===== src/rtl/ebr_fifo.sv =====
// First-word-fall-through FIFO on an inferred registered-read block RAM.
// The RAM read register is the output stage, so RD_DATA comes straight from it.
module ebr_fifo #(
  parameter int DATA_WIDTH    = 16,
  parameter int DEPTH         = 256,
  parameter int AFULL_THRESH  = DEPTH - 4,
  parameter int AEMPTY_THRESH = 4
) (
  input  logic                       CLK,
  input  logic                       RST_N,
  input  logic                       FLUSH,
  input  logic                       WR_VALID,
  output logic                       WR_READY,
  input  logic [DATA_WIDTH-1:0]      WR_DATA,
  output logic                       RD_VALID,
  input  logic                       RD_READY,
  output logic [DATA_WIDTH-1:0]      RD_DATA,
  output logic [$clog2(DEPTH):0]     LEVEL,
  output logic                       ALMOST_FULL,
  output logic                       ALMOST_EMPTY
);

  localparam int AW = $clog2(DEPTH);
  localparam int LW = AW + 1;
  localparam logic [LW-1:0] DEPTH_L  = LW'(DEPTH);
  localparam logic [LW-1:0] AFULL_L  = LW'(AFULL_THRESH);
  localparam logic [LW-1:0] AEMPTY_L = LW'(AEMPTY_THRESH);
  localparam logic [LW-1:0] ONE_L    = LW'(1);

  logic [DATA_WIDTH-1:0] mem_q [DEPTH];
  logic [DATA_WIDTH-1:0] rd_data_q;
  logic [LW-1:0]         wptr_q, wptr_d;
  logic [LW-1:0]         rptr_q, rptr_d;
  logic [LW-1:0]         level_q, level_d;
  logic                  rd_valid_q, rd_valid_d;
  logic                  wr_fire, rd_fire, rd_issue, ram_empty;

  // Handshake: a word moves on a side in any cycle where valid and ready are
  // both high at the rising edge; neither side waits on the other's ready.
  always_comb begin
    WR_READY  = RST_N && !FLUSH && (level_q < DEPTH_L);
    wr_fire   = WR_VALID && WR_READY;
    rd_fire   = rd_valid_q && RD_READY && !FLUSH;
    ram_empty = (wptr_q == rptr_q);
    // The output register is refilled when it is empty or being consumed.
    rd_issue  = !FLUSH && !ram_empty && (!rd_valid_q || RD_READY);
  end

  always_comb begin
    wptr_d     = wptr_q;
    rptr_d     = rptr_q;
    level_d    = level_q;
    rd_valid_d = rd_valid_q;
    if (FLUSH) begin
      wptr_d     = '0;
      rptr_d     = '0;
      level_d    = '0;
      rd_valid_d = 1'b0;
    end else begin
      if (wr_fire)  wptr_d = wptr_q + ONE_L;
      if (rd_issue) rptr_d = rptr_q + ONE_L;
      if (rd_issue)     rd_valid_d = 1'b1;
      else if (rd_fire) rd_valid_d = 1'b0;
      unique case ({wr_fire, rd_fire})
        2'b10:   level_d = level_q + ONE_L;
        2'b01:   level_d = level_q - ONE_L;
        default: level_d = level_q;
      endcase
    end
  end

  always_ff @(posedge CLK or negedge RST_N) begin
    if (!RST_N) begin
      wptr_q     <= '0;
      rptr_q     <= '0;
      level_q    <= '0;
      rd_valid_q <= 1'b0;
    end else begin
      wptr_q     <= wptr_d;
      rptr_q     <= rptr_d;
      level_q    <= level_d;
      rd_valid_q <= rd_valid_d;
    end
  end

  // No reset on the array or read register so both map onto block RAM.
  always_ff @(posedge CLK) begin
    if (wr_fire)  mem_q[wptr_q[AW-1:0]] <= WR_DATA;
    if (rd_issue) rd_data_q <= mem_q[rptr_q[AW-1:0]];
  end

  always_comb begin
    RD_VALID     = rd_valid_q;
    RD_DATA      = rd_data_q;
    LEVEL        = level_q;
    ALMOST_FULL  = (level_q >= AFULL_L);
    ALMOST_EMPTY = (level_q <= AEMPTY_L);
  end

endmodule


===== config.mk =====
export PLATFORM = sky130hd
export DESIGN_NAME = ebr_fifo
export DESIGN_NICKNAME = d
export VERILOG_FILES = /design/src/rtl/ebr_fifo.sv
export SDC_FILE = /design/constraint.sdc
export NUM_CORES = 2
export LEC_CHECK = 0
export BUFFER_PORTS_ARGS = -buffer_cell sky130_fd_sc_hd__buf_2
export CAP_MARGIN = 20
export CORE_MARGIN = 2
export CORE_UTILIZATION = 30
export DETAILED_ROUTE_END_ITERATION = 8
export GPL_ROUTABILITY_DRIVEN = 0
export PLACE_DENSITY = 0.46
export SETUP_SLACK_MARGIN = 0.5
export SLEW_MARGIN = 5
export SYNTH_ARGS = -nofsm -noshare
export SYNTH_HDL_FRONTEND = slang
export SYNTH_SLANG_ARGS = --single-unit

===== constraint.sdc =====
create_clock -name CLK -period 4.4 [get_ports CLK]
set_input_delay 0.44 -clock CLK [delete_from_list [all_inputs] [get_ports CLK]]
set_output_delay 0.44 -clock CLK [all_outputs]
set_load 0.02 [all_outputs]

Word level (Yosys, flattened, before mapping)
Memories as Yosys holds them, arrays and structs flattened. A register that Yosys moved wholly into a read port is not among the register bits.
Index checks and enable logic that the tools add are counted.
Widths: inputs -> output; s select.

word-level totals
  bits in registers = 28
  bits in writable memories = 4,096
  input port bits = 21
  output and inout port bits = 29
  logic and storage cells = 41
  memories = 1

memory list
  memory  words  bits a word  read ports  clocked after memory_dff  write ports  RTL line  text
  mem_q   256    16           1           1                         1            30        logic [DATA_WIDTH-1:0] mem_q [DEPTH];

operators by class
  $add $sub $neg = 4
  order comparisons = 3
  equality and inequality tests = 3
  multiplexer cells = 11
  reductions and logical operators = 15

operators with widths
  cell                 count
  $mux 9               5
  $add 9x1->9 const B  3
  $pmux 9 s2           1
  $eq 9x9->1           1
  $ge 9x8->1 const B   1
  $le 9x3->1 const B   1
  $lt 9x9->1 const B   1
  $sub 9x1->9 const B  1
  $logic_and 1x1->1    7
  $reduce_bool 3->1    2
  $mux 1               5
  $reduce_bool 2->1    2
  $logic_not 1->1      3
  $eq 2x1->1 const B   1
  $eq 2x2->1 const B   1
  $logic_or 1x1->1     1

Depth between registers and ports, before layout
  depth after elaboration = 7
  depth in mapped cells = 13
  depth with buffers taken out = 10

Least setup slack after synthesis
OpenSTA, ideal clock, no wires.

  path type = register to register
  start point = register level_q[8], in the netlist LEVEL[8]
  end point = memory mem_q[223][0], enable pin
  setup time = 0.388 ns
  arrival time = 2.552 ns
  required time = 4.012 ns
  setup slack = 1.460 ns
  cell stages (with the launch flop) = 8
  buffers on the path = 3
  clock period less this slack = 2.940 ns
  cell sequence = dfrtp_1 > nor4bb_1 > clkbuf_1 > and2_1 > clkbuf_1 > nand3_1 > clkbuf_1 > nor2_1

on the way
  longest elaborated chain between the ends = 5

ends and longest elaborated chain
  what                          RTL line  text
  from (decl)                   34        logic [LW-1:0] level_q, level_d;
  from (signal assigned)        81        level_q <= level_d;
  $lt 9x9->1                    41        WR_READY = RST_N && !FLUSH && (level_q < DEPTH_L);
  $logic_and 1x1->1             41
  $logic_and 1x1->1             42        wr_fire = WR_VALID && WR_READY;
  $mux 1                        88        if (wr_fire) mem_q[wptr_q[AW-1:0]] <= WR_DATA;
  $mux 1 (not written as such)  88
  to (decl)                     30

Every way passes these cells.

Worst setup path in the final report
  start point = register rptr_q[1]
  end point = register rd_data_q[8], in the netlist RD_DATA[8], read port of mem_q (data pin)

on the way
  longest elaborated chain between the ends = 4

ends and longest elaborated chain
  what                             RTL line  text
  from (decl)                      33        logic [LW-1:0] rptr_q, rptr_d;
  from (signal assigned)           80        rptr_q <= rptr_d;
  $eq 9x9->1                       44        ram_empty = (wptr_q == rptr_q);
  $logic_not 1->1                  46        rd_issue = !FLUSH && !ram_empty && (!rd_valid_q || RD_READY);
  $logic_and 1x1->1 (2 in series)  46
  to (decl)                        31        logic [DATA_WIDTH-1:0] rd_data_q;

Parallel ways exist; a longest one is shown, timed or not.
A chain may end at the register's enable or synchronous reset.

==> out/qor.csv <==
metric,value,unit
status,"finished, violations left",
violations,design-rule violations,
drt-met1-wl,220200,um
track_usage,0.1864,
core-area,0.5362,mm^2
synth_edf_count,4112,
synth_warnings,0,
timing.rr.start,rptr_q[1],
wl_per_cell,32.48,um
synth-simple-area-share,0.01949,
synth_top_cells_by_count,"edfxtp_1 (4,112), mux4_2 (772), mux2i_1 (624)",
cts_tree,built,
slew_headroom,0.1646,
clk_pin_slew,0.06,ns
setup_viol,0,
drc,16,
synth-async-reset-ratio,0.006763,
final_hold_viol_count,0,
synthAdderAreaFrac,0.0006206,
synth-seq-area-share,0.7699,
final_cells,15990,
reg2reg_slack,0.50,ns
critPathMaxStageDelay,0.56,ns
via_per_inst,5.196,
ir_drop,0.0003740,V
synth_cells,7635,
tns,0,ns
finalCritPeriodShare,0.8856,
skew,0.1074,ns
grt-ovfl-total,0,
cts.sinks,4140,
synth_top_area_frac,0.7656,
synth_cell_types,81,
num_rows,269,
arrival,4.67,ns
fin_util,0.3541,
startpoint_type,flop,
dp_hpwl,315400,um
rr_endpoint,RD_DATA[8],
hp-class,in2reg,
ys_seq_elements,4140,
synth_nets,7664,
tightest_slew,1.253,ns
clk_path_buf_depth,4,
dieHeight,737.2,um
vias,83070,
multi_input_area,0.03453,mm^2
synthXorXnorAreaFrac,0.001575,
drive_gt1_frac,0.2804,
crit_chain,buf_12 > buf_12 > buf_4 > mux4_2 > mux4_2 > nand2_1 > a31oi_1 > o211ai_1 > o31ai_1,
reg2regPathDepth,9,
fmax,256.6,MHz
register_area,0.1242,mm^2
synthMuxAreaShare,0.1515,
worstPathRequired,5.17,ns
area_growth,17.70,%
avgSynthCellArea,21.12,um^2
clockRootBuffer,clkbuf_16,
die_area,0.5435,mm^2
critPathKind,reg2reg,
whs_endpoint,mem_q[164][3],
cp-end-kind,flop,
wl_met3,34160,um
cp_max_fo,38,
finalNetCount,8445,
synthFlopType,edfxtp_1,
grt_pass1_vias,84100,
holdPathStages,1,
drtIter0Drc,9540,
io-pin-count,50,
finalWirelength,519300,um
h-tree-depth,5,
synthTopCellsByArea,"edfxtp_1 (77%), mux4_2 (11%), mux2i_1 (3.9%)",
die_x,737.2,um
nFillCells,49450,
cp_slowest_cell,o211ai_1,
grt_start_max_net_pins,168,
grt_pass1_wl,709800,um
clock_latency,1.06,ns
synth.most_common_cell,edfxtp_1,
yosys.area.top_type,edfxtp_1,
drtAntennaViolNets,0,
fin_ws,0.5035,ns
rsz0062_at_grt,yes,
initial_core_util,0.3008,
total_power,96.45,mW
drv_slew,0,
powerDensity,508.1,mW/mm^2
wl_met2,251000,um
dpl_worst_slack,-0.04060,ns
numCtsBuffers,444,
maxCapViolCount,0,
syn-cell-area,0.1613,mm^2
min_from,WR_DATA[3],
synth_compound_area_frac,0.03662,
highest_layer,met5,
placed_cells,15120,
antenna_found_initial,42,
io_buffers,49,
first_pass_iters,9,
p_leak,58.27,nW
finalCriticalPeriod,3.897,ns
synth_top_family_by_area,multiplexers,
## stage by stage
stage / hold WS [ns] / cell area, um^2
6_report: 0.08107 / 189800
5_1_grt: 0.04814 / 189800
4_1_cts: 0.005123 / 189700
3_5_place_dp: 0.5530 / 174800
3_3_place_gp: 0.5533 / 174800
2_1_floorplan: 0.1444 / 161300
## metal layers
metal,up-vias,GRT usage
li1,33760,-
met1,45620,0.2554
met2,3023,0.3095
met3,657,0.03088
met4,6,0.04681
met5,-,0
## logic make-up after synthesis
logic type	count (synthesis)
AOI/OAI and AO/OA	816
xor gates and xnor gates	29
adders and majority gates	8
buffers and inverters	475
DFF	4140
muxes	1442
and+or+nand+nor	725
## cells in the final DEF, fill, tap and decap left out, types with 58 or more instances in the layout
cell and instances:
mux4_2 772, clkbuf_1 86, o22ai_1 113, a221oi_1 83, clkbuf_16 448, nand2_1 125, nor2_1 175, buf_4 622
o21ai_0 89, nor3_1 70, nor2_2 175, edfxtp_1 4112, clkinv_1 98, buf_12 102, nand3_1 58, a21oi_1 136
o221ai_1 163, clkinv_2 92, mux2i_1 623
## power breakdown
group | internal (mW) | switching [mW]
clock network | 21.5 | 16.0
logic | 6.87 | 8.41
registers | 43.5 | 0.196
## repair_timing
action                     CTS  global route
buffers inserted            11             1
hold buffers                17             0
gates cloned                 1             1
hold endpoints to repair   636             0
gates resized for setup     12            15
pin swaps                    1             3
setup endpoints to repair   14            10
## cell type report
| cell class | instances | share of cell area |
|---|---|---|
| diodes | 17 | 0.0002241 |
| clock buffers | 536 | 0.06084 |
| flip-flops and latches | 4140 | 0.6543 |
| clock inverters | 282 | 0.01559 |
| repair buffers | 800 | 0.03953 |
| multi-input cells | 3020 | 0.1819 |
| inverters | 10 | 0.0003164 |
| well taps | 7181 | 0.04733 |
## critical path, delay by kind of cell (launching register included)
| family | cells | cell delay (ns) |
|---|---|---|
| AOI/OAI and AO/OA | 3 | 1.11 |
| buffers and inverters | 3 | 0.84 |
| DFF | 1 | 0.54 |
| muxes | 2 | 0.89 |
| and+or+nand+nor | 1 | 0.17 |
## state kept, by name, summed over array words and instances (netlist names)
register  flops
rptr_q        9
mem_q      4096
wptr_q        9
LEVEL         9
RD_VALID      1
RD_DATA      16
## worst max-delay path by stage
| stage | endpoint | start | slack [ns] | cells past startpoint |
|---|---|---|---|---|
| 6_report | RD_DATA[8] | rptr_q[1] | 0.50 | 9 |
| 5_1_grt | RD_DATA[7] | rptr_q[0] | 0.42 | 9 |
| 4_1_cts | RD_DATA[7] | rptr_q[0] | 0.45 | 9 |
| 3_5_place_dp | RD_DATA[2] | rptr_q[0] | -0.04 | 9 |
| 3_3_place_gp | RD_DATA[5] | rptr_q[0] | -0.69 | 8 |
| 2_1_floorplan | mem_q[223][0] | LEVEL[8] | 1.46 | 7 |
Power figures use the tool's default switching activity.
